**config.mk**
```make
export PLATFORM = sky130hd
export DESIGN_NAME = window_scan_counter
export DESIGN_NICKNAME = d
export VERILOG_FILES = /design/src/rtl/window_scan_counter.sv
export SDC_FILE = /design/constraint.sdc
export NUM_CORES = 1
export LEC_CHECK = 0
export ABC_CLOCK_PERIOD_IN_PS = 3100
export BUFFER_PORTS_ARGS = -buffer_cell sky130_fd_sc_hd__buf_2
export CAP_MARGIN = 10
export CORE_MARGIN = 10
export CORE_UTILIZATION = 58
export DETAILED_ROUTE_END_ITERATION = 7
export PLACE_DENSITY = 0.81
export SLEW_MARGIN = 20
export SYNTH_ARGS = -nofsm -noshare
export SYNTH_HDL_FRONTEND = slang
export SYNTH_SLANG_ARGS = --single-unit
```
**constraint.sdc**
```tcl
create_clock -name clk -period 3.1 [get_ports clk]
set_input_delay 0.155 -clock clk [delete_from_list [all_inputs] [get_ports clk]]
set_output_delay 0.155 -clock clk [all_outputs]
set_load 0.01 [all_outputs]
```
**src/rtl/window_scan_counter.sv**
```systemverilog
// 2-D programmable scan counter: walks (x, y) over a runtime-configured window,
// with per-axis reverse scan, optional frame looping and line/frame terminal pulses.
module window_scan_counter #(
  parameter  int unsigned H_MAX = 240,
  parameter  int unsigned V_MAX = 320,
  localparam int unsigned X_W   = $clog2(H_MAX),
  localparam int unsigned Y_W   = $clog2(V_MAX)
) (
  input  logic           clk,
  input  logic           reset,
  input  logic           cfg_valid,
  output logic           cfg_ready,
  input  logic [X_W-1:0] x_start,
  input  logic [X_W-1:0] x_end,
  input  logic [Y_W-1:0] y_start,
  input  logic [Y_W-1:0] y_end,
  input  logic           x_rev,
  input  logic           y_rev,
  input  logic           loop,
  input  logic           abort,
  input  logic           step,
  output logic           busy,
  output logic [X_W-1:0] x,
  output logic [Y_W-1:0] y,
  output logic           eol,
  output logic           eof,
  output logic           cfg_err
);

  typedef enum logic [0:0] {IDLE, RUN} state_t;

  state_t         state;
  logic [X_W-1:0] xs_q, xe_q;
  logic [Y_W-1:0] ys_q, ye_q;
  logic           xr_q, yr_q, loop_q;

  logic           cfg_ok;
  logic [X_W-1:0] x_org, x_term, x_adv;
  logic [Y_W-1:0] y_org, y_term, y_adv;
  logic           row_end, last_row;

  assign cfg_ready = (state == IDLE);
  assign busy      = (state == RUN);

  assign cfg_ok = (x_start <= x_end) && (32'(x_end) < H_MAX) &&
                  (y_start <= y_end) && (32'(y_end) < V_MAX);

  // Scan origin and terminal per axis, flipped by the latched reverse bits
  assign x_org  = xr_q ? xe_q : xs_q;
  assign x_term = xr_q ? xs_q : xe_q;
  assign y_org  = yr_q ? ye_q : ys_q;
  assign y_term = yr_q ? ys_q : ye_q;

  // Only used away from the terminal, so never steps outside the window
  assign x_adv = xr_q ? (x - X_W'(1)) : (x + X_W'(1));
  assign y_adv = yr_q ? (y - Y_W'(1)) : (y + Y_W'(1));

  assign row_end  = (x == x_term);
  assign last_row = (y == y_term);

  always_ff @(posedge clk) begin
    if (reset) begin
      state   <= IDLE;
      x       <= '0;
      y       <= '0;
      eol     <= 1'b0;
      eof     <= 1'b0;
      cfg_err <= 1'b0;
      xs_q    <= '0;
      xe_q    <= '0;
      ys_q    <= '0;
      ye_q    <= '0;
      xr_q    <= 1'b0;
      yr_q    <= 1'b0;
      loop_q  <= 1'b0;
    end else begin
      eol     <= 1'b0;
      eof     <= 1'b0;
      cfg_err <= 1'b0;
      case (state)
        IDLE: begin
          if (cfg_valid) begin
            if (cfg_ok) begin
              xs_q   <= x_start;
              xe_q   <= x_end;
              ys_q   <= y_start;
              ye_q   <= y_end;
              xr_q   <= x_rev;
              yr_q   <= y_rev;
              loop_q <= loop;
              x      <= x_rev ? x_end : x_start;
              y      <= y_rev ? y_end : y_start;
              state  <= RUN;
            end else begin
              cfg_err <= 1'b1;
            end
          end
        end
        RUN: begin
          if (abort) begin
            state <= IDLE;
          end else if (step) begin
            if (!row_end) begin
              x <= x_adv;
            end else if (!last_row) begin
              eol <= 1'b1;
              x   <= x_org;
              y   <= y_adv;
            end else begin
              eol <= 1'b1;
              eof <= 1'b1;
              // Non-looping frames park on the last pixel
              if (loop_q) begin
                x <= x_org;
                y <= y_org;
              end else begin
                state <= IDLE;
              end
            end
          end
        end
        default: state <= IDLE;
      endcase
    end
  end

endmodule

```
---- Yosys cells after proc, flatten, opt, wreduce, memory -nomap -nowiden ----
Cells that the tools add are included.
word-level totals
  output and inout port bits .............. 22
  bits in registers ....................... 58
  input bits .............................. 42
  logic and storage cells ................. 78
cells by class
  eq/ne operators ......................... 9
  reduce and logical (&&, ||, !) cells .... 9
  add/sub/neg operators ................... 4
  magnitude comparators ................... 4
  bitwise logic cells ..................... 4
  muxes and demuxes ....................... 35
operator list
  operator                                          count
  2-to-1 mux 9 bit                                  11
  2-to-1 mux 8 bit                                  11
  one-hot mux 9 bit (2 select lines)                1
  one-hot mux 8 bit (2 select lines)                1
  2-to-1 mux 1 bit                                  10
  adder 9 x 1 -> 9 bit, second input constant       1
  equality test 9 bit                               1
  <= comparator 9 bit                               1
  < comparator 9 bit, second input constant         1
  subtractor 9 x 1 -> 9 bit, second input constant  1
  adder 8 x 1 -> 8 bit, second input constant       1
  equality test 8 bit                               1
  <= comparator 8 bit                               1
  < comparator 8 bit, second input constant         1
  subtractor 8 x 1 -> 8 bit, second input constant  1
  != test 2 bit, second input constant              3
  AND reduction 6 bit                               1
  AND reduction 5 bit                               1
  OR reduction 5 bit                                1
  != test 2 x 1 -> 1 bit, second input constant     2
  != test 4 bit, second input constant              1
  inverter 1 bit                                    4
  OR reduction 4 bit                                1
  logical AND 1 bit                                 3
  other kinds (4)                                   4

---- Longest topological paths before layout ----
  depth in word-level cells ............... 7
  gate-level depth with buffers ........... 12
  mapped depth without buffers ............ 10

---- Worst setup path after synthesis ----
Ideal clock, no wire load.
  path kind ............................... register -> register
  start ................................... register xr_q
  end ..................................... register x[6]
  data required time ...................... 2.999 ns
  path slack .............................. 0.483 ns
  data arrival time ....................... 2.516 ns
  stages on the path, launching flop included .. 13
  path buffers ............................ 2
  setup time .............................. 0.101 ns
  clock period less this slack ............ 2.617 ns
  path through ............................ dfxtp_1 -> buf_2 -> clkbuf_1 -> inv_1 -> fa_1 -> nor2b_1 -> o21ai_0 -> a21oi_1 -> o21a_1 -> nor2_1 -> xnor2_1 -> a211oi_1 -> o41ai_1
on the way
  word-level cells in the longest chain between the ends .. 7
  elaborated cells on any way between the ends .. 12
  classes of those cells .................. 2 x eq/ne; 9 x mux; 1 x reduce/logical
ends and longest elaborated chain
  what                                RTL line  text
  start, declared                     35        logic xr_q, yr_q, loop_q;
  start signal, assigned              88        xr_q <= x_rev;
  2-to-1 mux 8 bit                    49        assign x_org = xr_q ? xe_q : xs_q;
  2-to-1 mux 8 bit                    113       if (loop_q) begin
  2-to-1 mux 8 bit                    105       end else if (!last_row) begin
  2-to-1 mux 8 bit                    103       if (!row_end) begin
  2-to-1 mux 8 bit                    102       end else if (step) begin
  2-to-1 mux 8 bit                    100       if (abort) begin
  one-hot mux 8 bit (2 select lines)  80        case (state)
  end signal, assigned                91        x <= x_rev ? x_end : x_start;
  end signal, assigned                104       x <= x_adv;
  end signal, assigned                107       x <= x_org;
  end, declared                       23        output logic [X_W-1:0] x,
Parallel ways exist; a longest one is shown, timed or not. The select of a mux whose other input is x is not followed.
A chain may end at the register's enable or synchronous reset.

---- Worst setup path after layout ----
  start ................................... register xr_q
  end ..................................... register x[7]
The elaborated chain is that of the path after synthesis.

==> qor.txt <==
Commonest cells in the netlist: nor2_1 (76), dfxtp_1 (58), mux2i_1 (57)
Die Y-Extent: 104 um
Mapped Cells: 504
Max-cap violation count: 0
Startpoint Class: flip-flop
Worst-Margin Slew: 0.682 ns
Synth Cell Area: 4140 um2
Clk sinks: 58
Yosys reg bits: 58
Hold WC Path Type: input port to flip-flop
Slew margin rel.: 53.3%
Setup Total Neg Slack: 0 ns
Worst R2R End: x[7]
Critical R2R Launch: xr_q
Antenna violations before repair: 0
F_max: 359 MHz
Mean Syn Cell Area: 8.21 um2
Max rail drop VDD: 0.362 mV
Post-route ant nets: 0
Sw Ratio: 34.4%
Core area: 6870 um2
Setup WS post-layout: 0.313 ns
PwrDens: 456 nW/um2
Max Slew Vio Count: 0
Yosys Warn Count: 0
Clock Power Share: 31.0%
Vias per Instance: 5.93
Max FO, Critical Path: 25
Area Overhead vs Synth: 13.4%
Initial drt markers: 358
CTS Root Cell: clkbuf_8
Worst EP arrival: 3.02 ns
Post-synth EDFFs: 0
Status: completed
Internal power: 0.00141 W
Dpl cells: 643
GP Congestion: 0.866
HPWL after detailed placement: 8460 um
Final Setup Violations: 0
Post-CTS setup buffers: 0
Req. time, crit path: 3.33 ns
Most common flop cell mapped by yosys: dfxtp_1
Critical path endpoint category: flip-flop
Sequential fraction of design power: 39.2%
Port bufs: 63
Count leader, synth: nor2_1
Overall routing resource usage: 19.8%
Remaining DRCs: 0
Clk Latency, worst-skew pair: 0.35 ns
Pre-CTS WS: 0.341 ns
Min Tclk post-route: 2.79 ns
Num ports: 64
Routed wire length per instance: 16.9 um
R2R Setup Slk: 0.31 ns
Final net count: 632
CTS tree: built
N_diodes: 0
Hold Crit Start: reset
Post-Route Utilization: 68.3%
Sequential fraction of the synthesis area: 28.1%
Hold WS: 0.0180 ns
Die width: 104 um
Detailed-route wire length: 11100 um
Syn_nets: 578
Psw: 0.000737 W
Synth unique cells: 48
Max Buffers Root-to-Sink: 2
Critical path type: flip-flop to flip-flop
First-pass GRT wire length: 18100 um
Fin. Hold Viols: 0
Largest net degree at the start of global routing: 57
Drt first pass iters: 4
Total congestion overflow: 0
Fraction of registers with async set/reset: 0%
CTS Buf Count: 9
R2R depth: 10
Clk_skew: 0.0109 ns
CTS resizes: 0
Critical path destination: x[7]
Cts hold-fix bufs: 0
Yosys top cell area share: 28.1%
Comb pwr share: 29.8%
Yosys top cell by area: dfxtp_1
Fin crit share: 89.9%
Initial core utilization: 60.3%
Leading post-synthesis cells by cell area: dfxtp_1 (28%), mux2i_1 (14%), ha_1 (9.1%)
H-tree depth: 3
Die ar.: 10900 um2
CTS clk-pin slew, worst paths: 0.06 ns
Share of layout cells above drive strength 1: 17.6%
Final cell count without fillers: 659
Critical path launch point: xr_q
Leakage: 2.13 nW
Total vias in the final route: 3911
Row count: 30
RSZ-0062 raised after global routing: false
Vias in the first global route: 3628
[metal layers]
metal  global-route usage, %  share of wire (%)
met1                    27.1                 46
met2                    30.2                 45
met3                    3.47                7.8
met4                    7.46                1.7
met5                       0                  0
[power by group through the flow]
stage          clock network [W]  registers [W]  logic [W]
6_report                0.000664       0.000840   0.000639
5_1_grt                 0.000698       0.000844   0.000701
4_1_cts                 0.000663       0.000837   0.000629
3_5_place_dp                   0       0.000854   0.000626
3_3_place_gp                   0       0.000852   0.000608
2_1_floorplan                  0       0.000848   0.000471
[logic make-up after synthesis]
family	Yosys count	synth area share (%)
simple gates	152	17.2
compound gates	112	17.4
mux	63	15.4
buf+inv	61	6.41
flops	58	28.1
fa+ha+maj	32	10.0
xor+xnor	26	5.50
[cells in the final DEF, fill, tap and decap left out, types with 3 or more instances in the layout]
cell type   n
xnor2_1    17
nor3_1      4
nor2b_1    13
nand3b_1    3
inv_1      32
o21bai_1    3
clkbuf_8   12
o41ai_1     4
a211o_1    11
xor2_1      9
ha_1       30
a22o_1      3
o21ai_0    16
mux2i_1    57
mux2_2      6
nor4_1      4
nor2_1     76
buf_2      63
a211oi_1   11
nand4_1     5
dfxtp_1    58
buf_4       8
or3_1       3
nand2_1    23
a21oi_1    45
o211ai_1    7
nand3_1     8
[worst min-delay path by stage]
stage,endpoint,slack [ns],cells past startpoint
final,x[5],0.02,2
after global routing,x[5],0.02,2
after CTS,x[5],0.009,2
after detailed placement,x[5],0.37,2
after global placement,x[5],0.36,2
after floorplan,x[7],0.26,1
[state kept, by name (all words and copies together), names as in the netlist]
name	flops
busy	1
cfg_err	1
eof	1
eol	1
loop_q	1
x	8
xe_q	8
xr_q	1
xs_q	8
y	9
ye_q	9
yr_q	1
ys_q	9
[cell type report]
class,count,area (um2)
Multi-Input combinational cell,385,2710
Fill cell,546,2180
Sequential cell,58,1160
Timing Repair Buffer,72,395
Clock buffer,14,173
Inverter,32,120
Tap cell,96,120
Clock inverter,2,10.0
[through the flow]
step	area [um2]	power, W
floorplan	4140	0.00132
global placement	4510	0.00146
detailed placement	4510	0.00148
CTS	4690	0.00213
global route	4690	0.00224
finish	4690	0.00214
[worst max-delay path, stage by stage (launching register included)]
cell and delay, ns:
dfxtp_1 0.30, buf_4 0.33, ha_1 0.31, a21oi_1 0.30, o221ai_1 0.20, o41ai_1 0.34, xnor2_1 0.11, and2_1 0.17
o21ai_0 0.15, a21oi_1 0.09, o41ai_1 0.38
Power figures use the tool's default switching activity.
